[config.mk]
export PLATFORM = sky130hd
export DESIGN_NAME = add2p_sum_fifo
export DESIGN_NICKNAME = d
export VERILOG_FILES = /design/src/rtl/add2p_sum_fifo.sv
export SDC_FILE = /design/constraint.sdc
export NUM_CORES = 1
export LEC_CHECK = 0
export CORE_ASPECT_RATIO = 0.5
export CORE_MARGIN = 2
export CORE_UTILIZATION = 47
export DETAILED_ROUTE_END_ITERATION = 6
export GPL_TIMING_DRIVEN = 0
export PLACE_DENSITY = 0.79
export SYNTH_ARGS = -nofsm -noshare
export SYNTH_HDL_FRONTEND = slang
export SYNTH_SLANG_ARGS = --single-unit
export TNS_END_PERCENT = 30
[constraint.sdc]
create_clock -name clk -period 3.6 [get_ports clk]
set_input_delay 0.9 -clock clk [delete_from_list [all_inputs] [get_ports clk]]
set_output_delay 0.9 -clock clk [all_outputs]
set_load 0.005 [all_outputs]
[src/rtl/add2p_sum_fifo.sv]
// add2p_sum_fifo: consumer stage behind the 3-stage pipelined adder (9/9/10
// split). It follows each valid operand pair through the adder's fixed
// latency, lines the two test carries up with their sum word, and buffers
// {sum, carries} in a first-word-fall-through FIFO. The adder cannot stall,
// so a result arriving at a full FIFO (with no read that cycle) is dropped,
// counted in a saturating counter and flagged in a sticky overflow bit.
//
// Optional macro ADD2P_SUM_FIFO_CARRY_EN: when defined, the carry delay
// registers exist, the FIFO word is WIDTH+2 bits and out_lcy/out_mcy carry
// the aligned flags. When undefined, the carry inputs are unused, the FIFO
// word is WIDTH bits and out_lcy/out_mcy are tied to 0.
//
// Output handshake: out_valid is high whenever the FIFO holds an entry and
// the head word is shown on out_data/out_lcy/out_mcy; the head is consumed
// on a rising edge where out_valid && out_ready, and it stays stable while
// out_valid=1 and out_ready=0. out_ready is ignored while out_valid=0.
module add2p_sum_fifo #(
  parameter int WIDTH = 28,
  parameter int DEPTH = 4,
  parameter int AW    = 2,
  parameter int LAT   = 4,
  parameter int CW    = 8
) (
  input  logic             clk,
  input  logic             reset,
  input  logic             in_valid,
  input  logic [WIDTH-1:0] sum,
  input  logic             lsbs_carry,
  input  logic             msbs_carry,
  output logic [WIDTH-1:0] out_data,
  output logic             out_lcy,
  output logic             out_mcy,
  output logic             out_valid,
  input  logic             out_ready,
  output logic             full,
  output logic             overflow,
  output logic [CW-1:0]    drop_cnt
);

`ifdef ADD2P_SUM_FIFO_CARRY_EN
  localparam int FW = WIDTH + 2;
`else
  localparam int FW = WIDTH;
`endif

  logic [LAT-1:0] vld_q, vld_d;
  logic [AW-1:0]  wptr_q, wptr_d;
  logic [AW-1:0]  rptr_q, rptr_d;
  logic [AW:0]    count_q, count_d;
  logic           overflow_q, overflow_d;
  logic [CW-1:0]  drop_cnt_q, drop_cnt_d;
  logic [FW-1:0]  mem_q [DEPTH];
  logic [FW-1:0]  mem_d [DEPTH];
  logic [FW-1:0]  wdata;
  logic [FW-1:0]  head;
  logic           wr_en, rd, wr_ok, drop;

  // Token shift register: tap LAT lines up with the adder's registered sum.
  always_comb begin
    vld_d = {vld_q[LAT-2:0], in_valid};
  end

  assign wr_en = vld_q[LAT-1];

`ifdef ADD2P_SUM_FIFO_CARRY_EN
  logic [1:0] lcy_q, lcy_d;
  logic       mcy_q, mcy_d;

  // LSB carry appears 2 clocks after operands, MSB carry 3; delay both to LAT.
  always_comb begin
    lcy_d = {lcy_q[0], lsbs_carry};
    mcy_d = msbs_carry;
  end

  // Carry delay registers.
  always_ff @(posedge clk or negedge reset) begin
    if (!reset) begin
      lcy_q <= 2'b00;
      mcy_q <= 1'b0;
    end else begin
      lcy_q <= lcy_d;
      mcy_q <= mcy_d;
    end
  end

  assign wdata = {sum, lcy_q[1], mcy_q};
`else
  logic unused_carries;
  assign unused_carries = lsbs_carry ^ msbs_carry;
  assign wdata          = sum;
`endif

  // Status flags and first-word-fall-through head, zeroed while empty.
  always_comb begin
    out_valid = (count_q != '0);
    full      = (count_q == (AW+1)'(DEPTH));
    head      = mem_q[rptr_q];
    out_data  = '0;
    out_lcy   = 1'b0;
    out_mcy   = 1'b0;
    if (out_valid) begin
`ifdef ADD2P_SUM_FIFO_CARRY_EN
      out_data = head[FW-1:2];
      out_lcy  = head[1];
      out_mcy  = head[0];
`else
      out_data = head;
`endif
    end
  end

  // Read/write/drop decisions; a read in the same cycle frees a full slot.
  always_comb begin
    rd         = out_valid & out_ready;
    wr_ok      = wr_en & (~full | rd);
    drop       = wr_en & full & ~rd;
    wptr_d     = wr_ok ? wptr_q + 1'b1 : wptr_q;
    rptr_d     = rd ? rptr_q + 1'b1 : rptr_q;
    count_d    = count_q;
    if (wr_ok && !rd) begin
      count_d = count_q + 1'b1;
    end else if (rd && !wr_ok) begin
      count_d = count_q - 1'b1;
    end
    overflow_d = overflow_q | drop;
    drop_cnt_d = drop_cnt_q;
    if (drop && (drop_cnt_q != {CW{1'b1}})) begin
      drop_cnt_d = drop_cnt_q + 1'b1;
    end
  end

  // Next FIFO storage contents: only the slot at wptr changes on a write.
  always_comb begin
    mem_d = mem_q;
    if (wr_ok) begin
      mem_d[wptr_q] = wdata;
    end
  end

  // FIFO storage has no reset; its contents are masked while empty.
  always_ff @(posedge clk) begin
    mem_q <= mem_d;
  end

  // Control state: token pipe, pointers, occupancy and drop bookkeeping.
  always_ff @(posedge clk or negedge reset) begin
    if (!reset) begin
      vld_q      <= '0;
      wptr_q     <= '0;
      rptr_q     <= '0;
      count_q    <= '0;
      overflow_q <= 1'b0;
      drop_cnt_q <= '0;
    end else begin
      vld_q      <= vld_d;
      wptr_q     <= wptr_d;
      rptr_q     <= rptr_d;
      count_q    <= count_d;
      overflow_q <= overflow_d;
      drop_cnt_q <= drop_cnt_d;
    end
  end

  assign overflow = overflow_q;
  assign drop_cnt = drop_cnt_q;

endmodule

======== Word level (Yosys, flattened, before mapping) ========
Index checks and enable logic that the tools add are counted.
word-level totals
  register bits ........................... 132
  bits of input ports ..................... 34
  output and inout port bits .............. 41
  logic and storage cells ................. 47
cells by class
  add/subtract/negate cells ............... 5
  order comparisons ....................... 3
  equal/unequal tests ..................... 2
  muxes and demuxes ....................... 9
  bitwise logic cells ..................... 10
  reductions and logical operators ........ 8
operator list
  kind                 count
  $bwmux 112           1
  $mux 28              4
  $bmux 28 s2          1
  $demux 28 s2         1
  $add 8x1->8 const B  1
  $ne 8x8->1 const B   1
  $ge 3x3->1 const B   2
  $mux 3               2
  $not 2->3            2
  $add 2x1->2 const B  2
  $and 1x1->1          4
  $logic_and 1x1->1    4
  $add 3x1->3 const B  1
  $eq 3x3->1 const B   1
  $lt 3x1->1 const B   1
  $reduce_bool 3->1    1
  $sub 3x1->3 const B  1
  $logic_not 1->1      2
  $not 1->1            2
  $or 1x1->1           2
  $reduce_bool 2->1    1

======== Longest topological paths before layout ========
  word-level depth ........................ 8
  mapped depth ............................ 9
  mapped depth without buffers ............ 8

======== Worst setup path before layout ========
Ideal clock, no wire load.
  path type ............................... input -> register
  start point ............................. input port out_ready
  end point ............................... register count_q[1]
  setup time .............................. 0.125 ns
  data arrival time ....................... 2.410 ns
  data required time ...................... 3.475 ns
  path slack .............................. 1.065 ns
  cell stages on the path ................. 7
  buffers on the path ..................... 1
  path through ............................ nor4b_4 > and2b_1 > buf_2 > ha_1 > inv_1 > fa_1 > mux2_2
on the way
  elaborated cells between the ends (all ways) .. 9
  classes of those cells .................. mux: 1; bitwise: 3; reduce/logical: 5
RTL lines
  what                  line  source
  from (decl)           34    input logic out_ready,
  $and 1x1->1           114   rd = out_valid & out_ready;
  $or 1x1->1            115   wr_ok = wr_en & (~full | rd);
  $and 1x1->1           115
  net wr_ok             56    logic wr_en, rd, wr_ok, drop;
  $logic_and 1x1->1     120   if (wr_ok && !rd) begin
  $mux 3                120
  net count_d[1]        49    logic [AW:0] count_q, count_d;
  to (signal assigned)  158   count_q <= count_d;
  to (decl)             49
The timed path passes the listed nets, and every way through them passes these cells.
A chain may end at the register's enable or synchronous reset.

======== Final worst setup path ========
  start point ............................. register rptr_q[0]
  end point ............................... output port out_data[13]
on the way
  cells in the longest elaborated chain, start to end .. 5
RTL lines
  what                                         line  source
  from (decl)                                  48    logic [AW-1:0] rptr_q, rptr_d;
  from (signal assigned)                       157   rptr_q <= rptr_d;
  $not 2->3 (not written as such)              97    head = mem_q[rptr_q];
  $bmux 28 s2                                  97
  $mux 28 (not written as such) (2 in series)  97
  $mux 28                                      101   if (out_valid) begin
  to (decl)                                    30    output logic [WIDTH-1:0] out_data,
No other way between the ends. The select of a mux whose other input is x is not followed.

==> results.cfg <==
[cts]
cts_sinks = 132
h-tree-depth = 4
cts-root-buf = clkbuf_16
cts_resized = 0
cts_tree = done
cts_buffer_depth = 2
clk_pin_slew_ns = 0.06
post_cts_buffers = 0
clock_latency_ns = 0.41
holdBufCountCts = 0
cts_buffers = 17

[grt]
grt_pass1_vias = 2881
grt.total_usage_pct = 16.22
grt_pass1_wl_um = 14410
grt_start_max_net_pins = 29
antenna_found_initial = 0
grt_overflow_total = 0

[logic_synthesis]
yosys.area.top_type = edfxtp_1
synth_edf_count = 112
yosysTopAreaCellShare_pct = 64.72
syn_area_per_cell_um2 = 19.76
synth_most_common_cell = edfxtp_1
syn_area_um2 = 5196
ys_seq_elements = 132
synth_ff_type = edfxtp_1
synth_area_leaders = edfxtp_1 (65%), mux4_2 (12%), dfrtp_1 (9.6%)
netlist_instances = 263
synth-seq-area-share_pct = 74.36
yosys_warnings = 0
synthTopCellsByCount = edfxtp_1 (112), and2_1 (32), mux4_2 (28)
postSynth.asyncResetShare_pct = 15.15
ys_types = 33

[finish]
num_antenna_cells = 0
layout-drive-gt1-share_pct = 21.04
area_growth_pct = 27.88
layout.nets = 394

[critical_path]
start_kind = flip-flop
end_kind = primary output
path_class = reg2out
required_ns = 2.70
crit_fanout = 10
arrival_ns = 2.35

[place]
dp_slack_ns = 0.1083
port-buffer-count = 70
dp_hpwl_um = 5879
place_congestion = 0.7180

[routing]
drt-total-wl_um = 9242
via_count = 2635
drtIter0Drc = 141
vias_per_cell = 5.157
drc = 0
routedWlPerCell_um = 18.09
drtAntennaViolNets = 0
dr.pass1.iters = 4

[sta]
final.min_clock_period_ns = 3.255
setup_viol = 0
period_share_pct = 90.41
max_freq_ghz = 0.3072
slew_violations = 0
rsz0062_at_grt = no
layout_setup_ws_ns = 0.3451
hold_viol = 0
fin_skew_ns = 0.006049
tns_ns = 0
slew_headroom_pct = 38.94
worstMarginPinSlew_ns = 0.9131

[floorplan]
row_count = 27
core-area_um2 = 10880
io_pins = 75
start_util_pct = 47.77
die_w_um = 152.7
dieArea_um2 = 11960
die_y_um = 78.35

[pwr]
peakVddDrop_mv = 0.4029
power_density_nw_per_um2 = 828.7
leakagePower_nw = 2.299
power_mw = 5.507

[outcome]
status = finished, final reports clean

[flow_run]
maxCapViolations = 0

[worst_hold_path]
hold_class = reg2reg
-- power breakdown --
part | switching, mW | internal (mW) | total, mW
registers | 0.119 | 2.00 | 2.12
logic | 0.729 | 1.05 | 1.78
clock network | 0.652 | 0.953 | 1.60
-- flip-flops by register name, indices dropped and copies added, names as in the netlist --
name	count
mem_q	112
drop_cnt	8
vld_q	4
count_q	3
rptr_q	2
wptr_q	2
overflow	1
-- worst paths after layout --
| path | endpoint | slack [ns] | from | depth (start not counted) |
|---|---|---|---|---|
| setup / recovery | out_data[13] | 0.35 | rptr_q[0] | 4 |
| hold / removal | vld_q[1] | 0.35 | vld_q[0] | 0 |
| setup reg to reg | count_q[1] | 1.29 | count_q[1] | 7 |
| hold reg to reg | vld_q[1] | 0.35 | vld_q[0] | 0 |
| max in group asynchronous | wptr_q[0] | 2.04 | reset | 1 |
| min in group asynchronous | drop_cnt[0] | 1.00 | reset | 1 |
-- layout by cell type (no fill, tap or decap), types with 4 or more instances in the layout --
master           netlist  final
xnor2_1                5      5
buf_2                  6      6
inv_1                  4      4
clkbuf_1               4      5
nand2_1                9      9
clkdlybuf4s50_1        0     70
clkinvlp_4             0      5
edfxtp_1             112    112
and2_2                 1      5
clkbuf_16              0     17
mux4_2                28     28
dfrtp_1               20     20
ha_1                   6      6
and2_1                32     28
-- stage by stage --
stage                     util (%)  std cells  hold slack, ns  area (um2)
after floorplan                  -        264          0.3312        5200
after global placement       55.91        479          0.3316        6082
after detailed placement     55.91        479          0.3356        6082
after CTS                    61.04        511          0.3619        6640
after global routing         61.09        511          0.3738        6645
final                        61.09        511          0.3549        6645
-- cell families (layout without fill, tap and decap cells) --
| logic type | Yosys count | after routing | synth area share (%) |
|---|---|---|---|
| XOR/XNOR | 8 | 8 | 1.348 |
| other | 1 | 2 | 0.07217 |
| AND/OR/NAND/NOR | 59 | 59 | 6.911 |
| multiplexers | 33 | 33 | 13.29 |
| AO/OA/AOI/OAI | 7 | 7 | 0.7463 |
| adder cells (fa/ha/maj) | 7 | 7 | 1.830 |
| flip-flops | 132 | 132 | 74.36 |
| buffers and inverters | 16 | 118 | 1.445 |
-- area by class of cell --
class | instances | area [um2]
fillers | 762 | 4233
flip-flops and latches | 132 | 3864
multi-input cells | 116 | 1266
repair buffers | 70 | 700.7
clock buffers | 18 | 429.2
well taps | 145 | 181.4
clock inverters | 14 | 128.9
plain buffers | 12 | 60.06
inverters | 4 | 15.01
-- metal layers --
layer / up-vias / global-route usage, % / routed length (um)
met4: 0 / 6.389 / 135
li1: 1204 / - / -
met2: 76 / 28.83 / 5006
met1: 1341 / 18.29 / 3682
met5: - / 0 / 0
met3: 14 / 5.632 / 418
-- worst max-delay path: stages (launching register included) --
cell and delay (ns):
dfrtp_1 0.37, buf_2 0.36, mux4_2 0.57, and2_1 0.19
clkdlybuf4s50_1 0.45
(Power assumes the default switching activity.)
==> RTL change 1, RTL diff (config.mk and constraints unchanged) <==
Build with the macro `ADD2P_SUM_FIFO_CARRY_EN` defined.
--- a/src/rtl/add2p_sum_fifo.sv
+++ b/src/rtl/add2p_sum_fifo.sv
@@ -16,2 +16,4 @@
 // out_valid=1 and out_ready=0. out_ready is ignored while out_valid=0.
+`define ADD2P_SUM_FIFO_CARRY_EN
+
 module add2p_sum_fifo #(
Behaviour: not the same (a bounded check fails within 10 cycles, from zero or initial values and one cycle with reset low).
==> RTL change 1 against the unedited design <==
Synthesized cell count up 4.9%. Critical path depth is the same. Final area increased by 7.0%. Wire length rose by 15%. Final cell count grew 7.0%. Sequential cell count increased by 11. Total power rose by 8.2%. Die area increased by 7.1%. Count of clock-buffer cells in the layout unchanged. Area after synthesis increased by 7.4%. Utilization shrank 0.32 points. Setup slack worse by 72 ps. Largest power group unchanged. Highest routed layer unchanged.
==> RTL change 1: results (changes against the unedited design) <==
- Drt wl/cell: 19.50 µm (+7.8%)
- Post-synthesis net count: 317
- Max stage delay on crit path: 550 ps (-20 ps)
- Drt pass-1 iters: 5 (+1)
- DP Worst Slack: 346.6 ps (+238.4 ps)
- Largest net degree at the start of global routing: 31 (+6.9%)
- Global-route wire length before repair: 16.28 mm (+13%)
- Post-synth EDFFs: 120 (+7.1%)
- PortBufs: 74 (+5.7%)
- Nets@finish: 410 (+4.1%)
- Number of fill cells: 817 (+7.2%)
- Post-Synth XOR/XNOR Area: 0.01256 (-0.0009282)
- DP HPWL: 6.596 mm (+12%)
- Adder-cell share of the synthesized area: 0.01704 (-0.001260)
- Number of global-route vias before repair: 3002 (+4.2%)
- Peak VDD IR: 0.4400 mV (+9.2%)
- Final Skew: 6.124 ps (+0.07544 ps)
- Slew margin rel.: 0.3053 (-0.08408)
- Register area share after synthesis: 0.7489 (+0.005320)
- Gr usage total: 0.1777 (+0.01550)
- Max reg flops: 120 (+7.1%)
- Main area contributors after synthesis: edfxtp_1 (65%), mux4_2 (12%), dfrtp_1 (10%)
- Final weighted congestion in routability-driven placement: 0.7642 (+6.4%)
- Post-synth top cells: edfxtp_1 (120), and2_1 (34), mux4_2 (30), dfrtp_1 (23), nand2_1 (9)
- Vias per inst: 5.183 (+0.51%)
- Status: complete, no violations
- Number of DRC markers in iteration 0: 222 (+57%)
- Worst path slowest cell: buf_1
==> RTL change 1: worst paths after layout <==
kind                                   startpoint                      to  slack, ps
setup / recovery            rptr_q[1]$_DFFE_PN0P_            out_data[22]        270
hold / removal                 lcy_q[0]$_DFF_PN0_      lcy_q[1]$_DFF_PN0_        350
setup reg to reg           count_q[0]$_DFFE_PN0P_  count_q[1]$_DFFE_PN0P_       1250
hold reg to reg                lcy_q[0]$_DFF_PN0_      lcy_q[1]$_DFF_PN0_        350
max in group asynchronous                   reset      vld_q[1]$_DFF_PN0_       1910
min in group asynchronous                   reset      lcy_q[1]$_DFF_PN0_       1060
==> RTL change 1: logic make-up (layout without fill, tap and decap cells) <==
kind of cell,count (synthesis),in the layout
compound gates,7,7
xor+xnor,8,8
fa+ha+maj,7,7
buf+inv,15,121
flops,143,143
mux,35,35
simple gates,61,61
==> RTL change 1: power by group <==
part | leakage [nW] | total (mW) | internal, mW | switching [mW]
Clock | 0.288 | 1.71 | 1.08 | 0.639
Sequential | 1.38 | 2.30 | 2.16 | 0.137
Combinational | 0.792 | 1.94 | 1.14 | 0.803
==> RTL change 1: layer usage <==
layer	vias to the layer above	wire, µm	GRT usage
met5	-	0	0
met4	0	135	0.05946
met3	14	666	0.05336
met2	93	5720	0.3113
met1	1463	4143	0.2151
li1	1265	-	-
==> RTL change 1: final cells by class <==
class,instances,share of cell area
Multi-Input combinational cell,118,0.1853
Tap cell,165,0.02903
Clock buffer,18,0.06036
Clock inverter,14,0.02094
Buffer,11,0.01038
Inverter,4,0.002112
Sequential cell,143,0.5877
Timing Repair Buffer,74,0.1042
==> RTL change 1: through the flow <==
stage / util / cells / hold WS, ps / area, µm²
2_1_floorplan: - / 276 / 331.2 / 5580
3_3_place_gp: 0.5578 / 515 / 334.2 / 6528
3_5_place_dp: 0.5583 / 515 / 342.7 / 6533
4_1_cts: 0.6077 / 547 / 353.1 / 7111
5_1_grt: 0.6077 / 547 / 355.4 / 7111
6_report: 0.6077 / 547 / 351.1 / 7111
==> RTL change 2, RTL diff (same flow settings) <==
Without the edit above. Register the output `drop_cnt` once more, with the module's reset; this adds one clock of latency there. The other outputs are not delayed to match.
--- a/src/rtl/add2p_sum_fifo.sv
+++ b/src/rtl/add2p_sum_fifo.sv
@@ -164,3 +164,9 @@
   assign overflow = overflow_q;
-  assign drop_cnt = drop_cnt_q;
+  always_ff @(posedge clk or negedge reset) begin
+    if (!reset) begin
+      drop_cnt <= '0;
+    end else begin
+      drop_cnt <= drop_cnt_q;
+    end
+  end
 
Check against the original RTL: not equivalent (Yosys sat finds a counterexample within 10 cycles, from zero or initial values and one cycle with reset low).
==> RTL change 2 against the unedited design <==
Die area rose by 4.9%. Critical path depth is the same. First-iteration DRC count up 21%. Hold slack got worse by 7.5 ps. Total power grew 5.4%. Area after synthesis is 5.1% higher. Setup slack gained 15 ps. Wire length increased by 7.8%. Fmax is 0.46% higher. Sequential cell count rose by 8. Sequential power up 6%. Register-to-register slack worse by 220 ps. Final area grew 5.3%. Critical endpoint is now out_data[0]. Highest routed layer unchanged.
==> RTL change 2: results (changes against the unedited design) <==
- Hold_ws: 347.4 ps (-7.507 ps)
- Largest regs: mem_q x112, drop_cnt x8, drop_cnt_q x8
- Hold violation count in the final report: 0 (unchanged)
- Distinct cell type count after synthesis: 37 (+12%)
- CTS H-tree depth: 4 (unchanged)
- Clk buf depth: 2 (unchanged)
- Number of fill cells: 755 (-0.92%)
- R2R cell count: 6 (-1)
- Main area contributors after synthesis: edfxtp_1 (62%), dfrtp_1 (13%), mux4_2 (12%)
- Post-synth top cells: edfxtp_1 (112), and2_1 (29), dfrtp_1 (28), mux4_2 (28)
- Status: complete, no violations
- Largest net degree at the start of global routing: 29 (unchanged)
- CP Data Arrival Time: 2340 ps
- Initial antenna violation count: 0 (unchanged)
- Final Skew: 7.137 ps (+1.088 ps)
- Share of layout cells above drive strength 1: 0.2101 (-0.0002761)
- Nets@finish: 404 (+2.5%)
- PortBufs: 70 (unchanged)
- N_diodes: 0 (unchanged)
- Drt pass-1 iters: 5 (+1)
- Clock-pin slew on the worst setup and hold paths: 60 ps (about the same)
- DP HPWL: 6.420 mm (+9.2%)
- Cell family contributing the most delay on the critical path: buffers and inverters
- Switching part of the total: 0.2624 (-0.009888)
- HP Class: flop to flop
- Total wire length: 9.959 mm (+7.8%)
- Peak VDD IR: 0.5055 mV (+25%)
- CTS Buf Count: 17 (unchanged)
- Post-synth EDFFs: 112 (unchanged)
- Final weighted congestion in routability-driven placement: 0.8012 (+12%)
- Max stage delay on crit path: 550 ps (-20 ps)
- R2R setup slack: 1070 ps (-220 ps)
- Ys async rst share: 0.2000 (+0.04848)
- P_leak: 2.478 nW (+7.8%)
- Global-route wire length before repair: 15.50 mm (+7.6%)
- Register area share after synthesis: 0.7441 (about the same)
- Worst path slowest cell: mux4_2
- Cell depth of the worst min-delay path: 0 (unchanged)
- Number of global-route vias before repair: 3013 (+4.6%)
- Gr usage total: 0.1725 (+0.01027)
- Post-synth top flop: edfxtp_1
- Clock Latency Late Sink: 410 ps (about the same)
- Number of DRC markers in iteration 0: 170 (+21%)
- Critical Path Fanout Max: 10 (unchanged)
- Worst-Margin Slew: 811.8 ps (-101.3 ps)
- Vias: 2778 (+5.4%)
- Root Driver: clkbuf_16
- Synth warnings: 0 (unchanged)
## RTL change 2: cell count changes after synthesis, moves of 3 or more
cell,delta
and3_1,+3
and2_1,-3
nand2_1,-3
dfrtp_1,+8
a21oi_1,-3
## RTL change 2: cell type report
class,count,area [µm²],area share
sequential,140,4064,0.5806
multi-input combinational,115,1320,0.1886
timing repair buffer,72,750.7,0.1073
clock buffer,17,425.4,0.06078
tap,145,181.4,0.02592
clock inverter,15,172.7,0.02467
buffer,13,70.07,0.01001
inverter,4,15.01,0.002145
## RTL change 2: final timing paths
kind	from	endpoint
worst max-delay path	rptr_q[0]$_DFFE_PN0P_	out_data[0]
worst min-delay path	vld_q[2]$_DFF_PN0_	vld_q[3]$_DFF_PN0_
worst max register to register	count_q[0]$_DFFE_PN0P_	count_q[1]$_DFFE_PN0P_
worst min register to register	vld_q[2]$_DFF_PN0_	vld_q[3]$_DFF_PN0_
max in group asynchronous	reset	drop_cnt[7]$_DFF_PN0_
min in group asynchronous	reset	overflow$_DFF_PN0_
## RTL change 2: routing by layer
metal  GRT usage  vias to the layer above  wire, µm
met5           0                        -         0
met4     0.06606                        0       106
met3     0.06044                        7       410
met2      0.2996                       72      5347
met1      0.2004                     1450      4094
li1            -                     1249         -
## RTL change 2: logic make-up after synthesis
group / Yosys count / share of synthesized area
AOI/OAI and AO/OA: 8 / 0.01443
and+or+nand+nor: 57 / 0.06872
adders and majority gates: 7 / 0.01741
buffers and inverters: 17 / 0.01535
other: 1 / 0.0006866
muxes: 33 / 0.1265
xor gates and xnor gates: 8 / 0.01283
DFF: 140 / 0.7441
## RTL change 2: power by group through the flow
stage	Combinational [mW]	Sequential (mW)	Clock [mW]
after floorplan	0.991	2.23	0
after global placement	1.77	2.25	0
after detailed placement	1.86	2.27	0
after CTS	1.88	2.24	1.76
after global routing	1.99	2.27	1.83
final	1.84	2.24	1.73
## RTL change 2: worst reg2reg max path, cell delays in order (launching register included)
cell,delay (ps)
dfrtp_1,460
nor4b_1,760
nor2_1,190
ha_1,270
inv_1,80
fa_1,400
mux2_2,270
## RTL change 2: per-stage QoR
stage / setup slack (ps) / instance area (µm²) / cells / utilization
finish: 360.2 / 6999 / 521 / 0.6278
global route: 227.2 / 6999 / 521 / 0.6278
CTS: 63.17 / 7000 / 521 / 0.6279
detailed placement: 161.3 / 6402 / 489 / 0.5743
global placement: 180.8 / 6347 / 487 / 0.5694
floorplan: 971.0 / 5465 / 272 / -
## RTL change 2: timing repair
action,CTS,global route
endpoints found under the setup margin,0,2
setup buffers,0,0
gates resized for setup,0,2
